<file path="config.mk">
export PLATFORM = sky130hd
export DESIGN_NAME = gate_stim_seq
export DESIGN_NICKNAME = d
export VERILOG_FILES = /design/src/rtl/gate_stim_pkg.sv /design/src/rtl/gate_stim_seq_settle_timer.sv /design/src/rtl/gate_stim_seq.sv
export SDC_FILE = /design/constraint.sdc
export NUM_CORES = 1
export LEC_CHECK = 0
export ABC_AREA = 1
export BUFFER_PORTS_ARGS = -buffer_cell sky130_fd_sc_hd__buf_4
export CAP_MARGIN = 20
export CELL_PAD_IN_SITES_DETAIL_PLACEMENT = 0
export CELL_PAD_IN_SITES_GLOBAL_PLACEMENT = 1
export CORE_AREA = 8 8 63 65
export CTS_CLUSTER_DIAMETER = 60
export CTS_CLUSTER_SIZE = 20
export DETAILED_ROUTE_END_ITERATION = 16
export DIE_AREA = 0 0 71 73
export PLACE_DENSITY_LB_ADDON = 0.1
export SYNTH_ARGS = -nofsm -noshare
export SYNTH_HDL_FRONTEND = slang
export SYNTH_SLANG_ARGS = --single-unit
</file>
<file path="constraint.sdc">
create_clock -name clk -period 2.6 [get_ports clk]
set_input_delay 0.52 -clock clk [delete_from_list [all_inputs] [get_ports clk]]
set_output_delay 0.52 -clock clk [all_outputs]
set_load 0.05 [all_outputs]
</file>
<file path="src/rtl/gate_stim_pkg.sv">
// rtl/gate_stim_pkg.sv - shared types and sizing helpers for the gate stimulus sequencer
package gate_stim_pkg;

  typedef enum logic [1:0] {
    IDLE    = 2'd0,
    SETTLE  = 2'd1,
    PRESENT = 2'd2,
    DONE    = 2'd3
  } state_t;

  typedef enum logic {
    PH_A = 1'b0,
    PH_B = 1'b1
  } phase_t;

  // Interleaved sweep (0,0),(1,0),(1,1)...(max,max) has 2**(w+1)-1 vectors
  function automatic int num_vectors(input int width);
    return (2 ** (width + 1)) - 1;
  endfunction

  // Bits needed to hold a vector index for a given operand width
  function automatic int idx_width(input int width);
    return $clog2(2 ** (width + 1));
  endfunction

endpackage

</file>
<file path="src/rtl/gate_stim_seq_settle_timer.sv">
// rtl/gate_stim_seq_settle_timer.sv - loadable down-counter with zero flag for settle dwell
module settle_timer #(
  parameter int CW = 4
) (
  input  logic          clk,
  input  logic          reset,
  input  logic          i_load,
  input  logic [CW-1:0] i_load_val,
  input  logic          i_dec,
  output logic          o_zero
);

  logic [CW-1:0] r_count;

  // Load has priority; decrement stops at zero so the flag stays asserted
  always_ff @(posedge clk or posedge reset) begin
    if (reset) begin
      r_count <= '0;
    end else if (i_load) begin
      r_count <= i_load_val;
    end else if (i_dec && (r_count != '0)) begin
      r_count <= r_count - CW'(1);
    end
  end

  assign o_zero = (r_count == '0);

endmodule

</file>
<file path="src/rtl/gate_stim_seq.sv">
// rtl/gate_stim_seq.sv - operand sweep sequencer with settle dwell and valid/ready output
module gate_stim_seq
  import gate_stim_pkg::*;
#(
  parameter int WIDTH = 4,
  parameter int DWELL = 10
) (
  input  logic                           clk,
  input  logic                           reset,
  input  logic                           start,
  input  logic                           out_ready,
  output logic [WIDTH-1:0]               a,
  output logic [WIDTH-1:0]               b,
  output logic                           out_valid,
  output logic [idx_width(WIDTH)-1:0]    vec_idx,
  output logic                           busy,
  output logic                           done
);

  localparam int IW = idx_width(WIDTH);
  localparam int CW = (DWELL > 1) ? $clog2(DWELL) : 1;
  localparam logic [CW-1:0] LOAD_VAL = CW'(DWELL - 1);
  localparam logic [IW-1:0] LAST_IDX = IW'(num_vectors(WIDTH) - 1);

  state_t           r_state;
  state_t           w_next_state;
  phase_t           r_phase;
  logic [WIDTH-1:0] r_a;
  logic [WIDTH-1:0] r_b;
  logic [IW-1:0]    r_idx;
  logic             r_valid;
  logic             r_busy;
  logic             r_done;

  logic w_load;
  logic w_dec;
  logic w_zero;
  logic w_begin;
  logic w_advance;

  settle_timer #(.CW(CW)) u_timer (
    .clk        (clk),
    .reset      (reset),
    .i_load     (w_load),
    .i_load_val (LOAD_VAL),
    .i_dec      (w_dec),
    .o_zero     (w_zero)
  );

  // State register plus flag outputs registered from the next state
  always_ff @(posedge clk or posedge reset) begin
    if (reset) begin
      r_state <= IDLE;
      r_valid <= 1'b0;
      r_busy  <= 1'b0;
      r_done  <= 1'b0;
    end else begin
      r_state <= w_next_state;
      r_valid <= (w_next_state == PRESENT);
      r_busy  <= (w_next_state == SETTLE) || (w_next_state == PRESENT);
      r_done  <= (w_next_state == DONE);
    end
  end

  // Next-state decode: start only honoured when not busy; accept either finishes or advances
  always_comb begin
    w_next_state = r_state;
    w_load       = 1'b0;
    w_dec        = 1'b0;
    w_begin      = 1'b0;
    w_advance    = 1'b0;
    case (r_state)
      IDLE, DONE: begin
        if (start) begin
          w_next_state = SETTLE;
          w_load       = 1'b1;
          w_begin      = 1'b1;
        end
      end
      SETTLE: begin
        if (w_zero) begin
          w_next_state = PRESENT;
        end else begin
          w_dec = 1'b1;
        end
      end
      PRESENT: begin
        if (out_ready) begin
          if (r_idx == LAST_IDX) begin
            w_next_state = DONE;
          end else begin
            w_next_state = SETTLE;
            w_load       = 1'b1;
            w_advance    = 1'b1;
          end
        end
      end
      default: w_next_state = IDLE;
    endcase
  end

  // Operand registers: clear on sweep start, step a then b alternately on each accept
  always_ff @(posedge clk or posedge reset) begin
    if (reset) begin
      r_a     <= '0;
      r_b     <= '0;
      r_idx   <= '0;
      r_phase <= PH_A;
    end else if (w_begin) begin
      r_a     <= '0;
      r_b     <= '0;
      r_idx   <= '0;
      r_phase <= PH_A;
    end else if (w_advance) begin
      r_idx <= r_idx + IW'(1);
      if (r_phase == PH_A) begin
        r_a     <= r_a + WIDTH'(1);
        r_phase <= PH_B;
      end else begin
        r_b     <= r_b + WIDTH'(1);
        r_phase <= PH_A;
      end
    end
  end

  assign a         = r_a;
  assign b         = r_b;
  assign vec_idx   = r_idx;
  assign out_valid = r_valid;
  assign busy      = r_busy;
  assign done      = r_done;

endmodule

</file>
-- Word level (Yosys, flattened, before mapping)
Index checks and enable logic that the tools add are counted.
- $add $sub $neg: 4
- equality and inequality tests: 8
- multiplexer cells: 26
- reduce and logical (&&, ||, !) cells: 11
- operators with widths (cell ; number):
    2-to-1 mux 4 bit ; 8
    2-to-1 mux 1 bit ; 10
    2-to-1 mux 5 bit ; 2
    adder 4 x 1 -> 4 bit (second input constant) ; 2
    == test 2 bit (second input constant) ; 4
    2-to-1 mux 2 bit ; 4
    case mux 2 bit (3 select lines) ; 1
    nonzero test 2 bit ; 3
    adder 5 x 1 -> 5 bit (second input constant) ; 1
    == test 5 bit (second input constant) ; 1
    == test 2 x 1 -> 1 bit (second input constant) ; 2
    logical NOT 4 bit ; 1
    AND reduction 2 bit ; 2
    nonzero test 4 bit ; 1
    subtractor 4 x 1 -> 4 bit (second input constant) ; 1
    logical NOT 2 bit ; 1
    inequality test 2 x 1 -> 1 bit (second input constant) ; 1
    case mux 1 bit (2 select lines) ; 1
    OR reduction 2 bit ; 1
    logical AND 1 bit ; 1
    logical OR 1 bit ; 1
- flip-flop bits (word level): 23
- input bits: 4
- output and inout port bits: 16

-- Longest topological paths before layout
- word-level depth: 6
- depth in mapped cells: 10
- mapped depth without buffers: 10

-- Cells and area by module
A second synthesis with hierarchy kept.
- cells, all modules: 180
- area, all modules: 1386.3 um^2
- by module, submodules not included (module ; area an instance (um^2) ; instances ; cells each ; seq. area each (um^2)):
    gate_stim_seq ; 1087.3 ; 1 ; 133 ; 475.5
    settle_timer ; 299.0 ; 1 ; 47 ; 100.1

-- Worst setup path before layout
OpenSTA, ideal clock, no wires.
- path type: register -> register
- start point: register r_idx[0] (netlist: vec_idx[0])
- end point: register r_busy (netlist: busy)
- path buffers: 0
- arrival time: 1734 ps
- setup slack: 753 ps
- stages on the path, launching flop included: 11
- period minus slack after synthesis: 1847 ps
- cells stage by stage: dfrtp_1 -> inv_1 -> ha_1 -> nand2_1 -> nor2_2 -> nor2_1 -> o21ai_0 -> nand2_1 -> nand2_1 -> ha_1 -> inv_1
- cells in the longest elaborated chain, start to end: 6
- ends and longest elaborated chain (item ; RTL line ; RTL):
    from (decl) ; gate_stim_seq.sv:30 ; logic [IW-1:0] r_idx;
    from (signal assigned) ; gate_stim_seq.sv:115 ; r_idx <= r_idx + IW'(1);
    == test 5 bit (*) ; gate_stim_seq.sv:89 ; if (r_idx == LAST_IDX) begin
    2-to-1 mux 2 bit (*) ; gate_stim_seq.sv:89 ;
    2-to-1 mux 2 bit (*) ; gate_stim_seq.sv:88 ; if (out_ready) begin
    case mux 2 bit (3 select lines) (*) ; gate_stim_seq.sv:72 ; case (r_state)
    named net w_next_state[1] ; gate_stim_seq.sv:26 ; state_t w_next_state;
    == test 2 x 1 -> 1 bit or == test 2 bit (tied branches) ; gate_stim_seq.sv:60 ; r_busy <= (w_next_state == SETTLE) || (w_next_state == PRESENT);
    logical OR 1 bit (*) ; gate_stim_seq.sv:60 ;
    to (signal assigned) ; gate_stim_seq.sv:60 ;
    to (decl) ; gate_stim_seq.sv:32 ; logic r_busy;
The timed path passes the listed nets; every way through them passes the cells marked *.
A chain may end at the register's enable or synchronous reset.

-- Worst setup path in the final report
- start point: register r_state[0]
- end point: register r_a[0] (netlist: a[0])
- cells in the longest elaborated chain, start to end: 5
- ends and longest elaborated chain (item ; RTL line ; RTL):
    from (decl) ; gate_stim_seq.sv:25 ; state_t r_state;
    from (signal assigned) ; gate_stim_seq.sv:58 ; r_state <= w_next_state;
    == test 2 bit or logical NOT 2 bit (tied branches) ; gate_stim_seq.sv:72 ;
    OR reduction 2 bit ; gate_stim_seq.sv:72 ;
    2-to-1 mux 1 bit ; gate_stim_seq.sv:72 ;
    inequality test 2 x 1 -> 1 bit (no line) or nonzero test 2 bit (tied branches) ; -- ;
    AND reduction 2 bit (no line) ; -- ;
    to (signal assigned) ; gate_stim_seq.sv:117 ; r_a <= r_a + WIDTH'(1);
    to (decl) ; gate_stim_seq.sv:28 ; logic [WIDTH-1:0] r_a;
Several ways; a longest one is shown, not always the timed one.

==> results by stage <==
Floorplan:
- The floorplan step defined a die boundary enclosing 0.00518 mm².
- The placement row count is 20.
- Measured along the x axis, the die boundary spans 71 µm.
- For this configuration, the core starts out at a cell density of 0.430.
- In this run the vertical extent of the chip is 73 µm.
- For this design the top-level I/O count stands at 20.
- After floorplanning, the core was sized to cover 0.00295 mm².

Worst setup path:
- The setup path with the least slack is of type register to register.
- The sort of element at the end of the critical path is a register.
- The highest fanout seen on the critical path is 11.
- The worst setup path is launched from a register.
- The required time of the critical path is 2860 ps.
- STA puts the critical path data arrival time at 2060 ps.

Clock tree:
- In this run, post-CTS repair resized a total of 0 instances.
- The TritonCTS clock tree is done.
- The clock-pin transition on the worst setup and hold timing paths is 120 ps.
- The total clock buffers created by CTS is 3.
- The later-pin clock latency in the skew report is 310 ps.
- The number of buffers inserted for hold repair after clock tree synthesis is 0.
- The number of sinks on the clock net is 23.
- The clock root buffer master is sky130_fd_sc_hd__clkbuf_4.
- The total setup buffers inserted after CTS is 0.
- The clock passes through at most 2 buffers.
- In this run the number of H-tree levels came out at 1.

Route:
- The number of antenna-violating nets in the routed design is 0.
- The total wirelength of the detailed-routed design is 2390 µm.
- The average wire per standard cell is 11.8 µm.
- The number of search-and-repair iterations in the first detailed-routing pass is 4.
- The number of DRC markers in iteration 0 is 67.
- Across all layers, the routed design uses 995 vias.
- After detailed routing, the number of remaining DRC violations is 0.
- The number of vias per cell is 4.93.

Min path:
- The worst hold path belongs to the class primary input to asynchronous set/reset pin.

Synth:
- The synthesized instance count is 147.
- The post-synthesis cell area is 0.00127 mm².
- Counting every net in the synthesized netlist gives 161.
- The number of distinct standard cells referenced by the synthesized netlist is 24.
- In this run, synthesis produced a sequential element count of 23.
- Averaged over all synthesized cells, the footprint is 8.64 µm².
- The total of warnings raised by yosys is 0.
- The share of the Yosys chip area taken by registers is 0.453.

Global routing:
- The total grt overflow is 0.
- The total track usage is 0.102.
- The initial antenna violation count is 0.
- Entering global routing, the biggest net connects 24 pins.
- The first global-routing pass estimated 4250 µm of wire.
- The via count of the first global-routing pass is 965.

Final layout:
- The number of antenna repair diodes is 0.
- The number of fill cells in the layout is 297.
- Leaving out fill and tap cells, the most frequent cells in the layout are sky130_fd_sc_hd__nand2_1 (36), sky130_fd_sc_hd__dfrtp_1 (23), sky130_fd_sc_hd__inv_1 (21), sky130_fd_sc_hd__buf_4 (19), sky130_fd_sc_hd__nand3_1 (18).
- The multi-input combinational cells in the finished layout cover a total of 611 µm².
- Leaving out fill and tap cells, the most frequent cell in the layout is sky130_fd_sc_hd__nand2_1.
- For this run, the share of the core covered by cells in the final layout is 0.500.
- The layout overhead on the synthesized area is 16.2%.
- The number of nets in the finished design is 184.
- The fraction of layout cells with a size suffix above 1 is 0.183.
- The sequential cells in the finished layout cover a total of 576 µm².

Timing:
- Measured against its own limit, the worst slew margin works out to 0.416.
- Adding up every negative setup slack in the final design gives 0 ps.
- Setup repair after global routing left no endpoint under its margin.
- The final number of max-transition violations came to 0.
- The time the final worst path needs with I/O delays and setup is 1800 ps.
- Static timing analysis puts the maximum clock frequency at 0.554 GHz.
- The clock skew after layout is 3.01 ps.
- The count of final setup violators is 0.
- At the pin with the least slew margin, the transition time is 875 ps.
- The final clock period utilization by the worst path is 0.694.
- The count of endpoints failing hold in the final timing report is 0.

Power and ir drop:
- The highest ir drop seen on vdd is 0.000464 V.
- The static leakage is 0.805 nW.
- The cell area power density is 832 mW/mm².

Place:
- At the end of routability-driven placement, the weighted congestion stood at 0.756.
- The placed wire-length estimate is 1880 µm.
- The count of buffers added on input and output ports is 19.

Status:
- The run finished with clean final reports.

Job:
- The max-capacitance violation count is 0.
## flip-flops by register name, summed over array words and instances (netlist names)
| name | count |
|---|---|
| a | 4 |
| b | 4 |
| busy | 1 |
| done | 1 |
| out_valid | 1 |
| r_phase | 1 |
| r_state | 2 |
| u_timer.r_count | 4 |
| vec_idx | 5 |
## where the power goes
group          total (W)  leakage [nW]  internal [W]  switching [W]
logic           0.000572         0.482      0.000177       0.000395
clock network   0.000165        0.0150     0.0000599       0.000105
registers       0.000490         0.308      0.000433      0.0000572
total            0.00123         0.805      0.000670       0.000557
## critical path, stage by stage (launching register included)
cell and delay, ps:
sky130_fd_sc_hd__dfrtp_1 370, sky130_fd_sc_hd__inv_1 70, sky130_fd_sc_hd__ha_1 330, sky130_fd_sc_hd__nand2_1 330, sky130_fd_sc_hd__nand2_1 160, sky130_fd_sc_hd__inv_1 140
sky130_fd_sc_hd__nand2_1 80, sky130_fd_sc_hd__or2_1 210, sky130_fd_sc_hd__nand2_1 60
## cell families after synthesis
kind of cell,after synthesis,synth area share
simple gates,70,0.258
flops,23,0.453
buf+inv,22,0.0660
compound gates,16,0.0828
fa+ha+maj,10,0.0985
xor+xnor,6,0.0414
## Yosys cell counts (all sizes together)
cell type   n  share of area
nand3b      1         0.0059
nand4       3          0.015
buf         1         0.0039
xor2        4          0.028
o31ai       2          0.012
xnor2       2          0.014
or2         2         0.0099
ha         10          0.099
nand2      40           0.13
dfrtp      23           0.45
nor3        1         0.0039
nand3      18          0.071
nor2        5          0.023
inv        21          0.062
o21bai      2          0.012
a21oi       4          0.019
o21ai       8          0.040
## area by class of cell
class                      count  area share
clock buffer                   4      0.0178
inverter                      21      0.0534
multi-input combinational    102       0.414
tap                           33      0.0280
timing repair buffer          19      0.0967
sequential                    23       0.390
## per-layer routing
metal  global-route usage  part of all wire
met1                0.132              0.50
met2                0.147              0.41
met3               0.0330             0.075
met4               0.0554             0.015
met5                    0                 0
## stage by stage
stage | setup slack (ps) | hold slack (ps) | power (W) | instances | cell area (µm²)
3_3_place_gp | 876 | 492 | 0.00106 | 198 | 1450
4_1_cts | 786 | 416 | 0.00125 | 202 | 1480
3_5_place_dp | 820 | 495 | 0.00108 | 198 | 1450
5_1_grt | 640 | 467 | 0.00134 | 202 | 1480
2_1_floorplan | 753 | 465 | 0.000937 | 147 | 1270
6_report | 795 | 383 | 0.00123 | 202 | 1480
## final timing paths
| path | from | end | slack, ps | cells past startpoint |
|---|---|---|---|---|
| max | r_state[0]$_DFF_PP0_ | a[0]$_DFFE_PP0P_ | 800 | 8 |
| min | reset | a[3]$_DFFE_PP0P_ | 380 | 2 |
| max reg2reg | r_state[0]$_DFF_PP0_ | a[0]$_DFFE_PP0P_ | 800 | 8 |
| min reg2reg | u_timer.r_count[3]$_DFFE_PP0P_ | u_timer.r_count[3]$_DFFE_PP0P_ | 520 | 2 |
| max in group asynchronous | reset | vec_idx[4]$_DFFE_PP0P_ | 1680 | 2 |
| min in group clk | u_timer.r_count[3]$_DFFE_PP0P_ | u_timer.r_count[3]$_DFFE_PP0P_ | 520 | 2 |
(Power assumes the default switching activity.)
